## config.mk

```make
export PLATFORM = sky130hd
export DESIGN_NAME = gen_ctrl
export DESIGN_NICKNAME = d
export VERILOG_FILES = /design/src/rtl/gen_ctrl.sv
export SDC_FILE = /design/constraint.sdc
export NUM_CORES = 1
export LEC_CHECK = 0
export BUFFER_PORTS_ARGS = -buffer_cell sky130_fd_sc_hd__buf_2
export CORE_MARGIN = 2
export CORE_UTILIZATION = 50
export CTS_CLUSTER_DIAMETER = 40
export DETAILED_ROUTE_END_ITERATION = 8
export GPL_ROUTABILITY_DRIVEN = 0
export GPL_TIMING_DRIVEN = 0
export PLACE_DENSITY = 0.75
export SLEW_MARGIN = 40
export SYNTH_ARGS = -nofsm -noshare
export SYNTH_HDL_FRONTEND = slang
export SYNTH_SLANG_ARGS = --single-unit
```

## constraint.sdc

```tcl
create_clock -name clk -period 2.5 [get_ports clk]
set_clock_uncertainty 0.15 [all_clocks]
set_input_delay 0.5 -clock clk [delete_from_list [all_inputs] [get_ports clk]]
set_output_delay 0.5 -clock clk [all_outputs]
set_load 0.02 [all_outputs]
```

## src/rtl/gen_ctrl.sv

```systemverilog
// gen_ctrl -- sequencer for a cellular-automaton grid and its seeding LFSR.
//
// States: IDLE (grid cleared, LFSR held in reset), SEED (LFSR free-runs for
// SEED_LEN cycles while the grid loads from it), RUN (grid advances once every
// div+1 cycles), PAUSE (frozen), STEP (one generation from PAUSE).
//
// Build option: define GEN_CTRL_STEP_EN to implement single-step support.
// Without it the step input is accepted but has no effect, and code 4 (STEP)
// is treated like the other unused codes (IDLE outputs, return to IDLE).

module gen_ctrl #(
  parameter int DIV_W    = 8,
  parameter int GEN_W    = 16,
  parameter int SEED_LEN = 64
) (
  input  logic             clk,
  input  logic             reset,
  input  logic             start,
  input  logic             stop,
  input  logic             lfsr_load,
  input  logic             step,
  input  logic [DIV_W-1:0] div,
  output logic             lfsr_rst,
  output logic             rst,
  output logic             en,
  output logic [GEN_W-1:0] gen_count,
  output logic [2:0]       state_o
);

  typedef enum logic [2:0] {
    ST_IDLE  = 3'd0,
    ST_SEED  = 3'd1,
    ST_RUN   = 3'd2,
    ST_PAUSE = 3'd3,
    ST_STEP  = 3'd4
  } state_e;

  // The seed counter is 16 bits wide, matching the legal SEED_LEN range.
  localparam logic [15:0]      SEED_LAST = 16'(SEED_LEN - 1);
  localparam logic [GEN_W-1:0] GEN_MAX   = {GEN_W{1'b1}};

  state_e           state_q, state_d;
  logic [15:0]      seed_cnt_q, seed_cnt_d;
  logic [DIV_W-1:0] div_cnt_q, div_cnt_d;
  logic [GEN_W-1:0] gen_q, gen_d;
  logic             tick;
  logic             enter_run;
  logic             enter_clear;

  // Rate divider comparison; comparing against the live div value means a
  // lowered divider takes effect on the very next RUN update.
  assign tick = (div_cnt_q >= div);

  // Next-state selection with fixed priority stop > lfsr_load > start > step.
  // NOTE: every signal assigned in an always_comb gets a default first, so no
  // path leaves it unassigned and no latch is inferred.
  always_comb begin
    state_d = state_q;
    case (state_q)
      ST_IDLE: begin
        // stop has nothing to do in IDLE, so lower-priority requests proceed.
        if (lfsr_load)  state_d = ST_SEED;
        else if (start) state_d = ST_RUN;
      end
      ST_SEED: begin
        // A repeated lfsr_load would only restart seeding; it is ignored.
        if (stop)                          state_d = ST_IDLE;
        else if (start)                    state_d = ST_RUN;
        else if (seed_cnt_q == SEED_LAST)  state_d = ST_PAUSE;
      end
      ST_RUN: begin
        if (stop)           state_d = ST_PAUSE;
        else if (lfsr_load) state_d = ST_SEED;
        else                state_d = ST_RUN;
      end
      ST_PAUSE: begin
        if (stop)           state_d = ST_IDLE;
        else if (lfsr_load) state_d = ST_SEED;
        else if (start)     state_d = ST_RUN;
`ifdef GEN_CTRL_STEP_EN
        else if (step)      state_d = ST_STEP;
`else
        else if (step)      state_d = ST_PAUSE;
`endif
      end
`ifdef GEN_CTRL_STEP_EN
      ST_STEP: state_d = ST_PAUSE;
`endif
      default: state_d = ST_IDLE;
    endcase
  end

  assign enter_run   = (state_d == ST_RUN) && (state_q != ST_RUN);
  assign enter_clear = ((state_d == ST_SEED) || (state_d == ST_IDLE)) &&
                       (state_q != state_d);

  // Seed length counter: zeroed on SEED entry, counts SEED cycles.
  always_comb begin
    seed_cnt_d = seed_cnt_q;
    if ((state_d == ST_SEED) && (state_q != ST_SEED)) begin
      seed_cnt_d = '0;
    end else if (state_q == ST_SEED) begin
      seed_cnt_d = seed_cnt_q + 16'd1;
    end
  end

  // Run-rate divider: zeroed on RUN entry and on each tick; frozen elsewhere.
  always_comb begin
    div_cnt_d = div_cnt_q;
    if (enter_run) begin
      div_cnt_d = '0;
    end else if (state_q == ST_RUN) begin
      if (tick) div_cnt_d = '0;
      else      div_cnt_d = div_cnt_q + DIV_W'(1);
    end
  end

  // Generation counter: counts enabled RUN/STEP cycles, saturating at max.
  always_comb begin
    gen_d = gen_q;
    if (enter_clear) begin
      gen_d = '0;
    end else if (en && ((state_q == ST_RUN) || (state_q == ST_STEP)) &&
                 (gen_q != GEN_MAX)) begin
      gen_d = gen_q + GEN_W'(1);
    end
  end

  // Moore outputs from the registered state (and divider count in RUN).
  always_comb begin
    lfsr_rst = 1'b1;
    rst      = 1'b1;
    en       = 1'b0;
    case (state_q)
      ST_SEED: begin
        lfsr_rst = 1'b0;
        rst      = 1'b1;
        en       = 1'b1;
      end
      ST_RUN: begin
        lfsr_rst = 1'b0;
        rst      = 1'b0;
        en       = tick;
      end
      ST_PAUSE: begin
        lfsr_rst = 1'b0;
        rst      = 1'b0;
        en       = 1'b0;
      end
`ifdef GEN_CTRL_STEP_EN
      ST_STEP: begin
        lfsr_rst = 1'b0;
        rst      = 1'b0;
        en       = 1'b1;
      end
`endif
      default: begin
        lfsr_rst = 1'b1;
        rst      = 1'b1;
        en       = 1'b0;
      end
    endcase
  end

  assign state_o   = state_q;
  assign gen_count = gen_q;

  // State and counter registers with asynchronous reset to IDLE.
  // NOTE: sequential state uses non-blocking assignments so every register
  // samples its pre-edge inputs regardless of statement order.
  always_ff @(posedge clk or posedge reset) begin
    if (reset) begin
      state_q    <= ST_IDLE;
      seed_cnt_q <= '0;
      div_cnt_q  <= '0;
      gen_q      <= '0;
    end else begin
      state_q    <= state_d;
      seed_cnt_q <= seed_cnt_d;
      div_cnt_q  <= div_cnt_d;
      gen_q      <= gen_d;
    end
  end

endmodule

```

==> results by group <==
Outcome
  • Status: complete, but fails checks
  • Failing checks: setup timing

GRT
  • GR Overflow Total: 0
  • Antenna violations before repair: 0
  • First-pass GRT wire length: between 8000 and 9000 um
  • Total GRT Usage: 21.0%
  • Largest net degree at the start of global routing: 44
  • Vias in the first global route: 1963

Timing
  • Max_slew headroom: 62.5%
  • Setup violations, final: 1
  • Tmin final: 2530 ps
  • Unrepaired setup endpoints after global routing: true
  • Final Cycle Share: 101%
  • Final hold violations: 0
  • Max Slew Vio Count: 0
  • Slew at the pin closest to its max-slew limit: 557 ps
  • FMAX: roughly 400 MHz
  • Hold slack final: 88.4 ps
  • Final worst slack: -28.5 ps

Floorplanning
  • Initial Util: 51.9%
  • I/O pin count: 36
  • Core ar.: 4720 um^2
  • Die Span X: 74.1 um
  • Die ar.: 5480 um^2
  • Die height: 74.1 um
  • Site row count: 25

Logic synthesis
  • Synth Flop Type: dfrtp_1
  • Post-synthesis cell area: 2450 um^2
  • Number of synthesized flops with an enable pin: 0
  • Seq/Total Area, Yosys: 43.9%
  • Syn_nets: 296
  • Distinct cells, synth: 43
  • Yosys warns: 0
  • Mean Syn Cell Area: 9.05 um^2
  • Synth Instances: roughly 270
  • Synth Register Bits: 43
  • Async SR Flop Fraction: 100%

Setup path
  • R2R depth: 9
  • Crit start category: flip-flop
  • Required time of the worst setup path: 1850 ps
  • Critical Path End Type: output pin
  • Cell Chain, Critical Path: ha_2, a211oi_2, o21ai_2, a21oi_2, nand2b_4, nand2_2, buf_6
  • Reg2reg setup slack: 40 ps
  • Worst path max stage delay: between 400 and 500 ps
  • Crit. Startpoint: div_cnt_q[1]
  • CP arrival: about 1900 ps
  • Reg-to-Reg Start: div_cnt_q[1]
  • Crit path max fanout: 4
  • CP max-delay cell: dfrtp_1
  • Critical path class: reg -> out
  • R2r endpoint: gen_count[12]
  • CP Capture Point: en

Layout
  • Commonest non-fill, non-tap cell in the layout: dfrtp_1
  • Most frequent cells in the layout: dfrtp_1 (43), buf_2 (36), nand3_1 (25), nand2_1 (22), nor2_1 (18)
  • Finished Layout Cells: a little under 400
  • P&R area growth vs syn: 24.0%
  • ANT cells: 0
  • Final #Nets: 354
  • Fraction of layout cells with a size suffix above 1: 28.5%
  • Final instance area: 3040 um^2

Clock tree
  • Reg clk slew, reported paths: around 90 ps
  • CTS Buf Count: 5
  • Clock latency on the worst-skew pair: 310 ps
  • # clock sinks: 43
  • Max clock buf depth: 2
  • Clk root buf: clkbuf_8
  • CTS tree: done
  • H-Tree Depth: 2

Placement
  • Final HPWL DP: 3580 um
  • Inst Count DP: 372
  • PortBufs: 34
  • Placed cell areas: between 2000 and 3000 um^2
  • Pre-CTS WS: -402 ps

Detailed routing
  • Initial drt markers: 169
  • Post-Route WL: 5540 um
  • First-pass DRT Iterations: 4
  • Vias per inst: 5.51
  • DR vias: 2187
  • DR WL/cell: approximately 14 um
  • Antenna-violating nets left: 0
  • Remaining DRCs: 0

Power
  • Power Density: around 470 nW/um^2
  • Lkg Pwr: 1.45 nW
  • Maximum VDD drop: 322 uV

Job
  • Max-cap violations: 0

Worst hold path
  • HP Class: in -> async
==> state kept, by name, summed over array words and instances (netlist names) <==
signal / cells
div_cnt_q: 8
seed_cnt_q: 16
state_o: 3
gen_count: 16
==> layout make-up <==
class / instances / area [um^2]
fill: 403 / 1680
multi-input combinational: 211 / 1410
sequential: 43 / 1080
timing repair buffer: 51 / 305
tap: 67 / 83.8
clock buffer: 6 / 72.6
inverter: 11 / 43.8
buffer: 6 / 40.0
clock inverter: 2 / 12.5
==> metrics by stage <==
stage	utilization [%]	setup TNS (ps)	total power [mW]
6_report	64.4	-28.5	1.43
5_1_grt	64.4	-172	1.49
4_1_cts	60.6	0	1.41
3_5_place_dp	57.4	-4920	0.945
3_3_place_gp	57.3	-4470	0.938
2_1_floorplan	-	0	0.888
==> logic make-up after synthesis <==
| logic type | after synthesis | share of synthesized area, % |
|---|---|---|
| compound gates | 59 | 15.0 |
| xor+xnor | 8 | 2.86 |
| buf+inv | 17 | 2.96 |
| mux | 3 | 1.27 |
| simple gates | 129 | 28.2 |
| flops | 43 | 43.9 |
| other cells | 1 | 0.153 |
| fa+ha+maj | 11 | 5.61 |
==> critical path, delay by kind of cell (launching register included) <==
kind                     cells  cell delay, ps
AO/OA/AOI/OAI                3             590
flip-flops                   1             430
AND/OR/NAND/NOR              2             230
adder cells (fa/ha/maj)      1             200
buffers and inverters        1             140
==> how the worst min path moves through the flow <==
stage	slack, ps	depth (start not counted)	to
3_5_place_dp	340	1	seed_cnt_q[15]
6_report	90	2	gen_count[0]
2_1_floorplan	300	1	seed_cnt_q[15]
3_3_place_gp	340	1	seed_cnt_q[15]
4_1_cts	100	2	gen_count[12]
5_1_grt	130	2	gen_count[1]
==> per-layer routing <==
metal	up-vias	part of all wire (%)	global-route usage, %
met5	-	0	0
met4	0	0.90	7.27
met3	5	3.1	5.01
met2	44	47	32.7
met1	1037	49	29.0
li1	1101	-	-
==> repair_timing <==
item,in CTS,in global routing
resized for setup,7,28
endpoints found under the setup margin,13,16
hold buffers,0,0
hold endpoints to repair,0,0
gates cloned,0,1
setup buffers,5,11
pin swaps,1,6
==> report_power, final <==
group          internal, mW  leakage [nW]  switching (mW)  total (mW)
clock network         0.196        0.0412           0.253       0.449
logic                 0.104         0.818           0.130       0.235
registers             0.721         0.593          0.0261       0.747
total                  1.02          1.45           0.409        1.43
==> synth_stat cells, types with 4 or more instances <==
cell	n	area, um^2
buf_2	4	20.0
o31ai_1	4	30.0
nand2b_1	4	25.0
nand4_1	4	25.0
xor2_1	4	35.0
nor2_1	19	71.3
and3_1	12	75.1
inv_1	11	41.3
nand3_1	26	130
or2_2	4	25.0
a21oi_1	17	85.1
or3_1	9	56.3
nor4_1	6	37.5
ha_1	11	138
o21ai_0	19	95.1
a211o_1	5	43.8
dfrtp_1	43	1080
nand2_1	23	86.3
o211ai_1	5	37.5
xnor2_1	4	35.0
nor3_1	8	40.0
Power figures use the tool's default switching activity.
